[config.mk]
export PLATFORM = sky130hd
export DESIGN_NAME = apb3_splitter
export DESIGN_NICKNAME = d
export VERILOG_FILES = /design/src/rtl/apb3_splitter.sv
export SDC_FILE = /design/constraint.sdc
export NUM_CORES = 1
export LEC_CHECK = 0
export CAP_MARGIN = 0
export CORE_MARGIN = 10
export CORE_UTILIZATION = 38
export DETAILED_ROUTE_END_ITERATION = 10
export PLACE_DENSITY = 0.81
export SYNTH_ARGS = -nofsm -noshare
export SYNTH_HDL_FRONTEND = slang
export SYNTH_SLANG_ARGS = --single-unit
[constraint.sdc]
create_clock -name clk -period 2.5 [get_ports clk]
set_input_delay 0.25 -clock clk [delete_from_list [all_inputs] [get_ports clk]]
set_output_delay 0.25 -clock clk [all_outputs]
set_load 0.05 [all_outputs]
[src/rtl/apb3_splitter.sv]
// APB3 splitter: one upstream requester fanned out to CompletersCount
// completers, selected by the top SelBits of the address.
// Ports:
//   clk, rst                   clock, synchronous active-high reset
//   s_paddr/psel/penable/
//   s_pwrite/pwdata            upstream request
//   s_prdata/pready/pslverr    upstream response (valid for one cycle)
//   m_paddr/penable/pwrite/
//   m_pwdata                   shared downstream request
//   m_psel                     one-hot downstream selects
//   m_prdata/pready/pslverr    per-completer responses, completer i at slice i
//   timeout_pulse              one-cycle pulse per abandoned transfer
//   timeout_count              saturating count of abandoned transfers
module apb3_splitter #(
    parameter int AddressWidth    = 20,
    parameter int DataWidth       = 32,
    parameter int CompletersCount = 4,
    parameter int TimeoutCycles   = 16
) (
    input  logic                                 clk,
    input  logic                                 rst,
    input  logic [AddressWidth-1:0]              s_paddr,
    input  logic                                 s_psel,
    input  logic                                 s_penable,
    input  logic                                 s_pwrite,
    input  logic [DataWidth-1:0]                 s_pwdata,
    output logic [DataWidth-1:0]                 s_prdata,
    output logic                                 s_pready,
    output logic                                 s_pslverr,
    output logic [AddressWidth-1:0]              m_paddr,
    output logic [CompletersCount-1:0]           m_psel,
    output logic                                 m_penable,
    output logic                                 m_pwrite,
    output logic [DataWidth-1:0]                 m_pwdata,
    input  logic [CompletersCount*DataWidth-1:0] m_prdata,
    input  logic [CompletersCount-1:0]           m_pready,
    input  logic [CompletersCount-1:0]           m_pslverr,
    output logic                                 timeout_pulse,
    output logic [7:0]                           timeout_count
);

    localparam int SelBits = $clog2(CompletersCount);

    typedef enum logic [1:0] {IDLE, DSETUP, DACCESS, RESP} state_t;

    state_t                      r_state;
    logic [SelBits-1:0]          r_idx;
    logic [7:0]                  r_tcnt;
    logic                        r_abort;
    logic [DataWidth-1:0]        r_s_prdata;
    logic                        r_s_pready;
    logic                        r_s_pslverr;
    logic [AddressWidth-1:0]     r_m_paddr;
    logic [CompletersCount-1:0]  r_m_psel;
    logic                        r_m_penable;
    logic                        r_m_pwrite;
    logic [DataWidth-1:0]        r_m_pwdata;
    logic                        r_tpulse;
    logic [7:0]                  r_tocnt;

    logic [SelBits-1:0]          w_idx;
    logic                        w_idx_ok;
    logic [CompletersCount-1:0]  w_onehot;
    logic [DataWidth-1:0]        w_rdata;
    logic                        w_rdy;
    logic                        w_err;
    logic                        w_tout;
    logic                        w_drop;

    assign w_idx    = s_paddr[AddressWidth-1 -: SelBits];
    assign w_idx_ok = int'(w_idx) < CompletersCount;
    // Timeout fires on the last allowed access cycle with no ready.
    assign w_tout   = r_tcnt == 8'(TimeoutCycles - 1);
    // Upstream gave up: finish downstream but swallow the response.
    assign w_drop   = r_abort || !s_psel;

    always_comb begin
        w_onehot = '0;
        for (int i = 0; i < CompletersCount; i++) begin
            if (w_idx == SelBits'(i)) begin
                w_onehot[i] = 1'b1;
            end
        end
    end

    always_comb begin
        w_rdata = '0;
        w_rdy   = 1'b0;
        w_err   = 1'b0;
        for (int i = 0; i < CompletersCount; i++) begin
            if (r_idx == SelBits'(i)) begin
                w_rdata = m_prdata[i*DataWidth +: DataWidth];
                w_rdy   = m_pready[i];
                w_err   = m_pslverr[i];
            end
        end
    end

    always_ff @(posedge clk) begin
        if (rst) begin
            r_state     <= IDLE;
            r_idx       <= '0;
            r_tcnt      <= '0;
            r_abort     <= 1'b0;
            r_s_prdata  <= '0;
            r_s_pready  <= 1'b0;
            r_s_pslverr <= 1'b0;
            r_m_paddr   <= '0;
            r_m_psel    <= '0;
            r_m_penable <= 1'b0;
            r_m_pwrite  <= 1'b0;
            r_m_pwdata  <= '0;
            r_tpulse    <= 1'b0;
            r_tocnt     <= '0;
        end else begin
            r_tpulse <= 1'b0;
            unique case (r_state)
                IDLE: begin
                    if (s_psel && !s_penable) begin
                        if (w_idx_ok) begin
                            r_state    <= DSETUP;
                            r_idx      <= w_idx;
                            r_abort    <= 1'b0;
                            r_m_paddr  <= s_paddr;
                            r_m_pwrite <= s_pwrite;
                            r_m_pwdata <= s_pwdata;
                            r_m_psel   <= w_onehot;
                        end else begin
                            r_state     <= RESP;
                            r_s_pready  <= 1'b1;
                            r_s_prdata  <= '0;
                            r_s_pslverr <= 1'b1;
                        end
                    end
                end
                DSETUP: begin
                    r_state     <= DACCESS;
                    r_m_penable <= 1'b1;
                    r_tcnt      <= '0;
                    if (!s_psel) begin
                        r_abort <= 1'b1;
                    end
                end
                DACCESS: begin
                    r_tcnt <= r_tcnt + 8'd1;
                    if (!s_psel) begin
                        r_abort <= 1'b1;
                    end
                    if (w_rdy || w_tout) begin
                        r_m_psel    <= '0;
                        r_m_penable <= 1'b0;
                        r_m_paddr   <= '0;
                        r_m_pwrite  <= 1'b0;
                        r_m_pwdata  <= '0;
                        if (!w_rdy) begin
                            r_tpulse <= 1'b1;
                            if (r_tocnt != 8'hFF) begin
                                r_tocnt <= r_tocnt + 8'd1;
                            end
                        end
                        if (w_drop) begin
                            r_state <= IDLE;
                        end else begin
                            r_state    <= RESP;
                            r_s_pready <= 1'b1;
                            if (w_rdy) begin
                                r_s_prdata  <= r_m_pwrite ? '0 : w_rdata;
                                r_s_pslverr <= w_err;
                            end else begin
                                r_s_prdata  <= '0;
                                r_s_pslverr <= 1'b1;
                            end
                        end
                    end
                end
                RESP: begin
                    r_state     <= IDLE;
                    r_s_pready  <= 1'b0;
                    r_s_prdata  <= '0;
                    r_s_pslverr <= 1'b0;
                end
            endcase
        end
    end

    assign s_prdata      = r_s_prdata;
    assign s_pready      = r_s_pready;
    assign s_pslverr     = r_s_pslverr;
    assign m_paddr       = r_m_paddr;
    assign m_psel        = r_m_psel;
    assign m_penable     = r_m_penable;
    assign m_pwrite      = r_m_pwrite;
    assign m_pwdata      = r_m_pwdata;
    assign timeout_pulse = r_tpulse;
    assign timeout_count = r_tocnt;

endmodule

# == After elaboration in Yosys (flattened, before gate mapping) ==
# Index checks and enable logic that the tools add are counted.
# classes
addsub,2
eq_ne,15
n_mux,50
n_bitwise,3
reduce_logical,21
# ops
op,count
two-way mux 32 bit,10
case mux 32 bit (2 select lines),2
two-way mux 20 bit,2
case mux 20 bit (2 select lines),1
two-way mux 1 bit,22
adder 8 x 1 -> 8 bit (second input constant),2
case mux 8 bit (2 select lines),1
equality test 2 bit (second input constant),6
case mux 1 bit (2 select lines),5
AND reduction 3 bit,3
equality test 8 x 4 -> 1 bit (second input constant),1
two-way mux 4 bit,2
inequality test 2 bit (second input constant),4
inequality test 8 bit (second input constant),1
case mux 2 bit (4 select lines),1
case mux 4 bit (2 select lines),1
nonzero test 2 bit,4
equality test 2 x 1 -> 1 bit (second input constant),3
logical NOT 2 bit,3
two-way mux 2 bit,3
AND reduction 2 bit,3
AND reduction 4 bit,1
inverter 1 bit,3
OR reduction 3 bit,1
4 further kinds,6
# word_totals
regBits,114
input_bits,193
output_inout_bits,101

# == Longest topological paths before layout ==
# Gate-level depths: netlist of run 1.
# logic_depth
depth_word,10
depth_mapped,10
depth_no_buf,7

# == Worst setup path before layout of run 1 ==
# No wires, ideal clock.
# synth_timing
kind,register -> register
start,register r_tcnt[0]
end,register r_m_psel[0] (netlist: m_psel[0])
setup_time_ps,70
t_arrival_ps,1937
setup_slack_ps,493
path_stages_with_launch,8
synth_period_minus_slack_ps,2007
path_cell_list,dfxtp_1 > ha_1 > nand4b_1 > or4_1 > buf_2 > a22o_2 > or4_1 > a21oi_1
# synth_between
elab_chain_len,4
# synth_lines
item,line_no,text
start: declaration,48,logic [7:0] r_tcnt;
start signal: assignment,145,r_tcnt <= r_tcnt + 8'd1;
equality test 8 x 4 -> 1 bit,73,assign w_tout = r_tcnt == 8'(TimeoutCycles - 1);
logical OR 1 bit,149,if (w_rdy || w_tout) begin
inequality test 2 bit (no source line),-,
AND reduction 3 bit (no source line),-,
end signal: assignment,127,r_m_psel <= w_onehot;
end: declaration,54,logic [CompletersCount-1:0] r_m_psel;
# Every way passes these cells.
# A chain may end at the register's enable or synchronous reset.

# == Worst setup path in the final report of run 1 ==
# layout_timing
start,register r_tcnt[0]
end,register r_m_pwdata[12] (netlist: m_pwdata[12])
# layout_between
elab_chain_len,4
# layout_lines
item,line_no,text
equality test 8 x 4 -> 1 bit,73,
logical OR 1 bit,149,
inequality test 2 bit (no source line),-,
AND reduction 3 bit (no source line),-,
end signal: assignment,126,r_m_pwdata <= s_pwdata;
end: declaration,57,logic [DataWidth-1:0] r_m_pwdata;
# Every way passes these cells.

==> impl_metrics.py, run 1 <==
metrics = {
    "global_routing": {
        "grt_use_total": 0.215,
        "grt_max_degree": 72,
        "grt_antenna_before_repair": 1,
        "overflow": 0,
        "grt_pass1_wl_um": 31200,
        "grt_pass1_vias": 5474,
    },
    "synthesis": {
        "syn_area_um2": 5060,
        "synth_edf_count": 0,
        "ys_seq_elements": 114,
        "yosys.area.top_type": "dfxtp_1",
        "yosys.area.top_type_share": 0.451,
        "syn_nets": 702,
        "yosysMostFrequentCell": "dfxtp_1",
        "synthArstFlopShare": 0,
        "syn_avg_cell_area_um2": 10.0,
        "synthCells": 504,
        "synthFlopType": "dfxtp_1",
        "synth_fa_ha_area_frac": 0.0124,
        "synth_xor_xnor_area_share": 0.0173,
        "ys_seq_area_frac": 0.451,
        "yosys_warnings": 0,
        "synth_compound_area_frac": 0.148,
        "synth_top_family_by_area": "multiplexers",
        "synthMuxAreaShare": 0.166,
        "synth_common_cells": "dfxtp_1, nand2_1, a21oi_1",
        "synthSimpleGateAreaFrac": 0.160,
        "yosysUniqueCellTypes": 42,
        "synth_area_leaders": "dfxtp_1, mux4_2, a21oi_1, a22o_1, nand3_1",
    },
    "clock_network": {
        "cts_buffer_depth": 2,
        "cts_setup_buffers": 0,
        "cts.htree.levels": 4,
        "cts_tree": "yes",
        "cts_root_buffer": "clkbuf_16",
        "cts_made_buffers": 17,
        "clock-sinks": 114,
        "postCtsResizedCells": 0,
        "ctsHoldBuffers": 0,
        "clk_pin_slew_ns": 0.05,
        "insertion_delay_ns": 0.40,
    },
    "timing": {
        "finalCriticalPeriod_ns": 2.34,
        "max_slew_margin": 0.518,
        "hold_violations": 0,
        "worstMarginPinSlew_ns": 0.722,
        "finalSetupTns_ns": 0,
        "finClkSkew_ns": 0.00891,
        "drv_slew": 0,
        "period_share": 0.936,
        "grt_setup_unrepaired": "false",
        "setup_viol": 0,
        "holdWs_ns": 0.158,
        "max_freq_ghz": 0.428,
    },
    "status": {
        "status": "finished, final reports clean",
    },
    "critical_path": {
        "arrival_ns": 2.66,
        "crit_fanout": 56,
        "startpoint_type": "flip-flop",
        "worstPathRequired_ns": 2.82,
        "crit_type": "flip-flop to flip-flop",
        "critPathCaptureType": "flip-flop",
    },
    "cells_and_area": {
        "post-route-util": 0.659,
        "area_growth_syn_to_layout_pct": 71.3,
        "final_cell_area_um2": 8660,
        "drive_above_1_share": 0.0996,
        "finalNetCount": 980,
    },
    "power_and_ir_drop": {
        "total_power_mw": 6.47,
        "ir_drop_mv": 0.552,
        "cellLeakagePower_nw": 3.08,
        "power_density_nw_per_um2": 747,
    },
    "placement": {
        "port_buffers": 293,
        "placed_cell_area_um2": 8130,
        "dp_hpwl_um": 15900,
        "place_congestion": 0.973,
    },
    "worst_hold_path": {
        "hp-class": "primary input to flip-flop",
    },
    "route": {
        "via_per_inst": 5.35,
        "detail_route.drc_violations": 0,
        "wl_per_cell_um": 20.9,
        "vias": 5191,
        "first_iter_violations": 268,
        "ant_nets": 0,
        "drtPass1Iterations": 4,
        "drt_wl_total_um": 20300,
    },
    "die": {
        "start_util": 0.385,
        "die_w_um": 135,
        "fp-row-count": 42,
        "io_pins": 294,
        "fp.dieH_um": 135,
        "core_area_um2": 13100,
        "die-area_um2": 18300,
    },
    "job": {
        "drv_cap": 0,
    },
}
[worst paths after layout]
kind	startpoint	to	slack [ns]	depth (start not counted)
setup / recovery	r_tcnt[0]	m_pwdata[12]	0.16	7
hold / removal	rst	m_penable	0.16	2
setup reg to reg	r_tcnt[0]	m_pwdata[12]	0.16	7
hold reg to reg	m_pwdata[31]	m_pwdata[31]	0.45	2
[power by group]
| part | leakage, nW | switching (mW) | internal (mW) |
|---|---|---|---|
| Combinational | 1.89 | 1.28 | 0.919 |
| Sequential | 0.925 | 0.114 | 2.01 |
| Clock | 0.265 | 0.771 | 1.38 |
| Total | 3.08 | 2.17 | 4.30 |
[cells in the final DEF, fill, tap and decap left out, types with 3 or more instances in the layout]
master           instances
o21ai_0                  4
clkbuf_16               17
clkdlybuf4s50_1        292
clkbuf_1                 3
or3_1                    3
buf_12                   4
nand3_1                 54
mux2i_1                  5
buf_4                    6
nor2_1                  22
clkinv_2                 4
a22o_1                  33
nand2b_1                 3
nand2_1                 68
inv_1                    3
ha_1                     5
and3_1                   4
dfxtp_1                113
a21oi_1                 62
clkbuf_8                 5
mux4_2                  33
xor2_1                   8
nand4_1                  8
[layout make-up]
type | instances | area (µm²)
well taps | 176 | 220
diodes | 1 | 2.50
clock inverters | 5 | 27.5
fillers | 989 | 4470
inverters | 4 | 15.0
multi-input cells | 342 | 2560
flip-flops and latches | 114 | 2280
clock buffers | 25 | 505
repair buffers | 303 | 3050
[cells by family (layout without fill, tap and decap cells)]
| kind of cell | Yosys count | in the layout |
|---|---|---|
| AO/OA/AOI/OAI | 112 | 112 |
| XOR/XNOR | 10 | 10 |
| adder cells (fa/ha/maj) | 5 | 5 |
| buffers and inverters | 48 | 337 |
| flip-flops | 114 | 114 |
| multiplexers | 41 | 41 |
| other | 0 | 1 |
| AND/OR/NAND/NOR | 174 | 174 |
[sequential cells by signal, summed over array words and instances, names as in the netlist]
name / cells
r_idx: 2
m_psel: 4
s_pready: 1
s_pslverr: 1
s_prdata: 32
m_paddr: 20
r_state: 2
r_abort: 1
m_pwrite: 1
r_tcnt: 8
m_pwdata: 32
timeout_pulse: 1
timeout_count: 8
m_penable: 1
[per-stage QoR]
step                setup WS [ns]  std cells
floorplan                   0.493        504
finish                      0.161        970
detailed placement          0.205        939
global route               0.0140        970
global placement            0.324        939
CTS                         0.177        969
[critical path, stage by stage, from the launching register on]
cell	delay, ns
dfxtp_1	0.37
ha_1	0.24
nand4b_1	0.14
or4_1	0.56
a22oi_2	0.30
buf_12	0.29
nand3_1	0.13
a21oi_1	0.21
[routing by layer]
| layer | GRT usage | vias to the layer above | share of wire |
|---|---|---|---|
| met5 | 0 | - | 0 |
| met4 | 0.0909 | 0 | 0.026 |
| met3 | 0.0686 | 35 | 0.070 |
| met2 | 0.399 | 216 | 0.54 |
| met1 | 0.216 | 2529 | 0.37 |
| li1 | - | 2411 | - |
No activity file was read; power rests on OpenSTA's default activity.
==> inputs of run 2 (changes only) <==
- CELL_PAD_IN_SITES_DETAIL_PLACEMENT: unset -> 1
- CELL_PAD_IN_SITES_GLOBAL_PLACEMENT: unset -> 2
- CORE_UTILIZATION: 38 -> 21
- PLACE_DENSITY: 0.81 -> unset
- PLACE_DENSITY_LB_ADDON: unset -> 0.1
==> run 2 against run 1 <==
Sequential power about the same. Worst setup slack better by 0.12 ns. Critical path depth down 1. Count of clock-buffer cells in the layout down 3. Fmax up 5.3%. Routed wire length up 10%.
==> impl_metrics.py, run 2 (synthesized netlist as in run 1, its figures left out) <==
metrics = {
    "clock_network": {
        "clk_pin_slew_ns": 0.05,
        "cts_buffer_depth": 2,
        "cts.htree.levels": 4,
        "cts_root_buffer": "clkbuf_16",
        "cts_setup_buffers": 0,
        "cts_made_buffers": 17,
        "cts_tree": "yes",
        "postCtsResizedCells": 0,
        "ctsHoldBuffers": 0,
        "clock-sinks": 114,
        "insertion_delay_ns": 0.41,
    },
    "timing": {
        "max_freq_ghz": 0.450,
        "max_slew_margin": 0.597,
        "setup_slack_ns": 0.278,
        "setup_viol": 0,
        "drv_slew": 0,
        "holdWs_ns": 0.208,
        "finClkSkew_ns": 0.0126,
        "worstMarginPinSlew_ns": 0.602,
        "grt_setup_unrepaired": "false",
        "period_share": 0.889,
        "finalCriticalPeriod_ns": 2.22,
        "finalSetupTns_ns": 0,
        "hold_violations": 0,
    },
    "power_and_ir_drop": {
        "clkPwrFrac": 0.360,
        "p_seq_frac": 0.311,
        "power_density_nw_per_um2": 761,
        "swShare": 0.335,
        "ir_drop_mv": 0.381,
        "cellInternalPower_mw": 4.54,
        "cellLeakagePower_nw": 3.14,
        "comb_power_share": 0.330,
        "p_sw_mw": 2.28,
        "total_power_mw": 6.82,
    },
    "cells_and_area": {
        "drive_above_1_share": 0.115,
        "final_common_cell": "clkdlybuf4s50_1",
        "area_growth_syn_to_layout_pct": 77.2,
        "final_cell_mix": "clkdlybuf4s50_1, dfxtp_1, nand2_1",
        "final_cell_area_um2": 8960,
        "post-route-util": 0.379,
        "fin_cells": 1120,
        "finalNetCount": 987,
        "diodes": 0,
    },
    "critical_path": {
        "arrival_ns": 2.56,
        "path_buf_inv": 0,
        "cp_slowest_cell": "or4_1",
        "path_common_cell": "or4_1",
        "critPathCaptureType": "flip-flop",
        "path_cells": "ha_1, nand4b_1, or4_1, a22o_2, or4_1, a21oi_1",
        "worstPathRequired_ns": 2.84,
        "crit_fanout": 6,
        "cp_top_family": "simple AND/OR/NAND/NOR gates",
        "slowest_delay_ns": 0.55,
        "startpoint_type": "flip-flop",
        "crit_type": "flip-flop to flip-flop",
    },
    "global_routing": {
        "grt_antenna_before_repair": 0,
        "grt_max_degree": 57,
        "grt_pass1_vias": 5424,
        "overflow": 0,
        "grt_pass1_wl_um": 33400,
        "grt_use_total": 0.141,
    },
    "placement": {
        "placed_cell_area_um2": 8360,
        "post-place-ws_ns": 0.285,
        "dp.cells": 1089,
        "place_congestion": 0.742,
        "port_buffers": 293,
        "dp_hpwl_um": 17600,
    },
    "die": {
        "die-area_um2": 30700,
        "fp.dieH_um": 175,
        "start_util": 0.214,
        "io_pins": 294,
        "core_area_um2": 23600,
        "fp-row-count": 56,
        "die_w_um": 175,
    },
    "worst_hold_path": {
        "hp-class": "primary input to flip-flop",
    },
    "route": {
        "vias": 5072,
        "drt_wl_total_um": 22300,
        "drtPass1Iterations": 4,
        "ant_nets": 0,
        "detail_route.drc_violations": 0,
        "wl_per_cell_um": 19.9,
        "first_iter_violations": 280,
        "via_per_inst": 4.53,
    },
    "job": {
        "drv_cap": 0,
    },
    "status": {
        "status": "finished, final reports clean",
    },
}
run 2: metal layers:
| layer | vias to the layer above | GRT usage | routed length, µm |
|---|---|---|---|
| met1 | 2479 | 0.155 | 8830 |
| met5 | - | 0 | 0 |
| met4 | 0 | 0.0381 | 248 |
| met2 | 157 | 0.246 | 11500 |
| met3 | 12 | 0.0558 | 1710 |
| li1 | 2424 | - | - |
run 2: final cells by class:
class,instances,area [µm²]
timing repair buffer,310,3110
inverter,4,15.0
tap,319,399
clock inverter,9,104
fill,2652,14700
multi-input combinational,342,2560
sequential,114,2280
clock buffer,22,494
run 2: power groups by stage:
stage	clock, mW	sequential (mW)	combinational [mW]
4_1_cts	2.54	2.12	2.29
6_report	2.45	2.12	2.25
2_1_floorplan	0	2.68	0.834
3_5_place_dp	0	2.16	2.29
3_3_place_gp	0	2.15	2.26
5_1_grt	2.62	2.15	2.42
run 2: worst paths after layout:
kind,startpoint,end,slack (ns),depth (start not counted)
max,r_tcnt[0],m_psel[0],0.28,6
min,rst,timeout_count[3],0.21,2
max reg2reg,r_tcnt[0],m_psel[0],0.28,6
min reg2reg,m_paddr[9],m_paddr[9],0.45,2
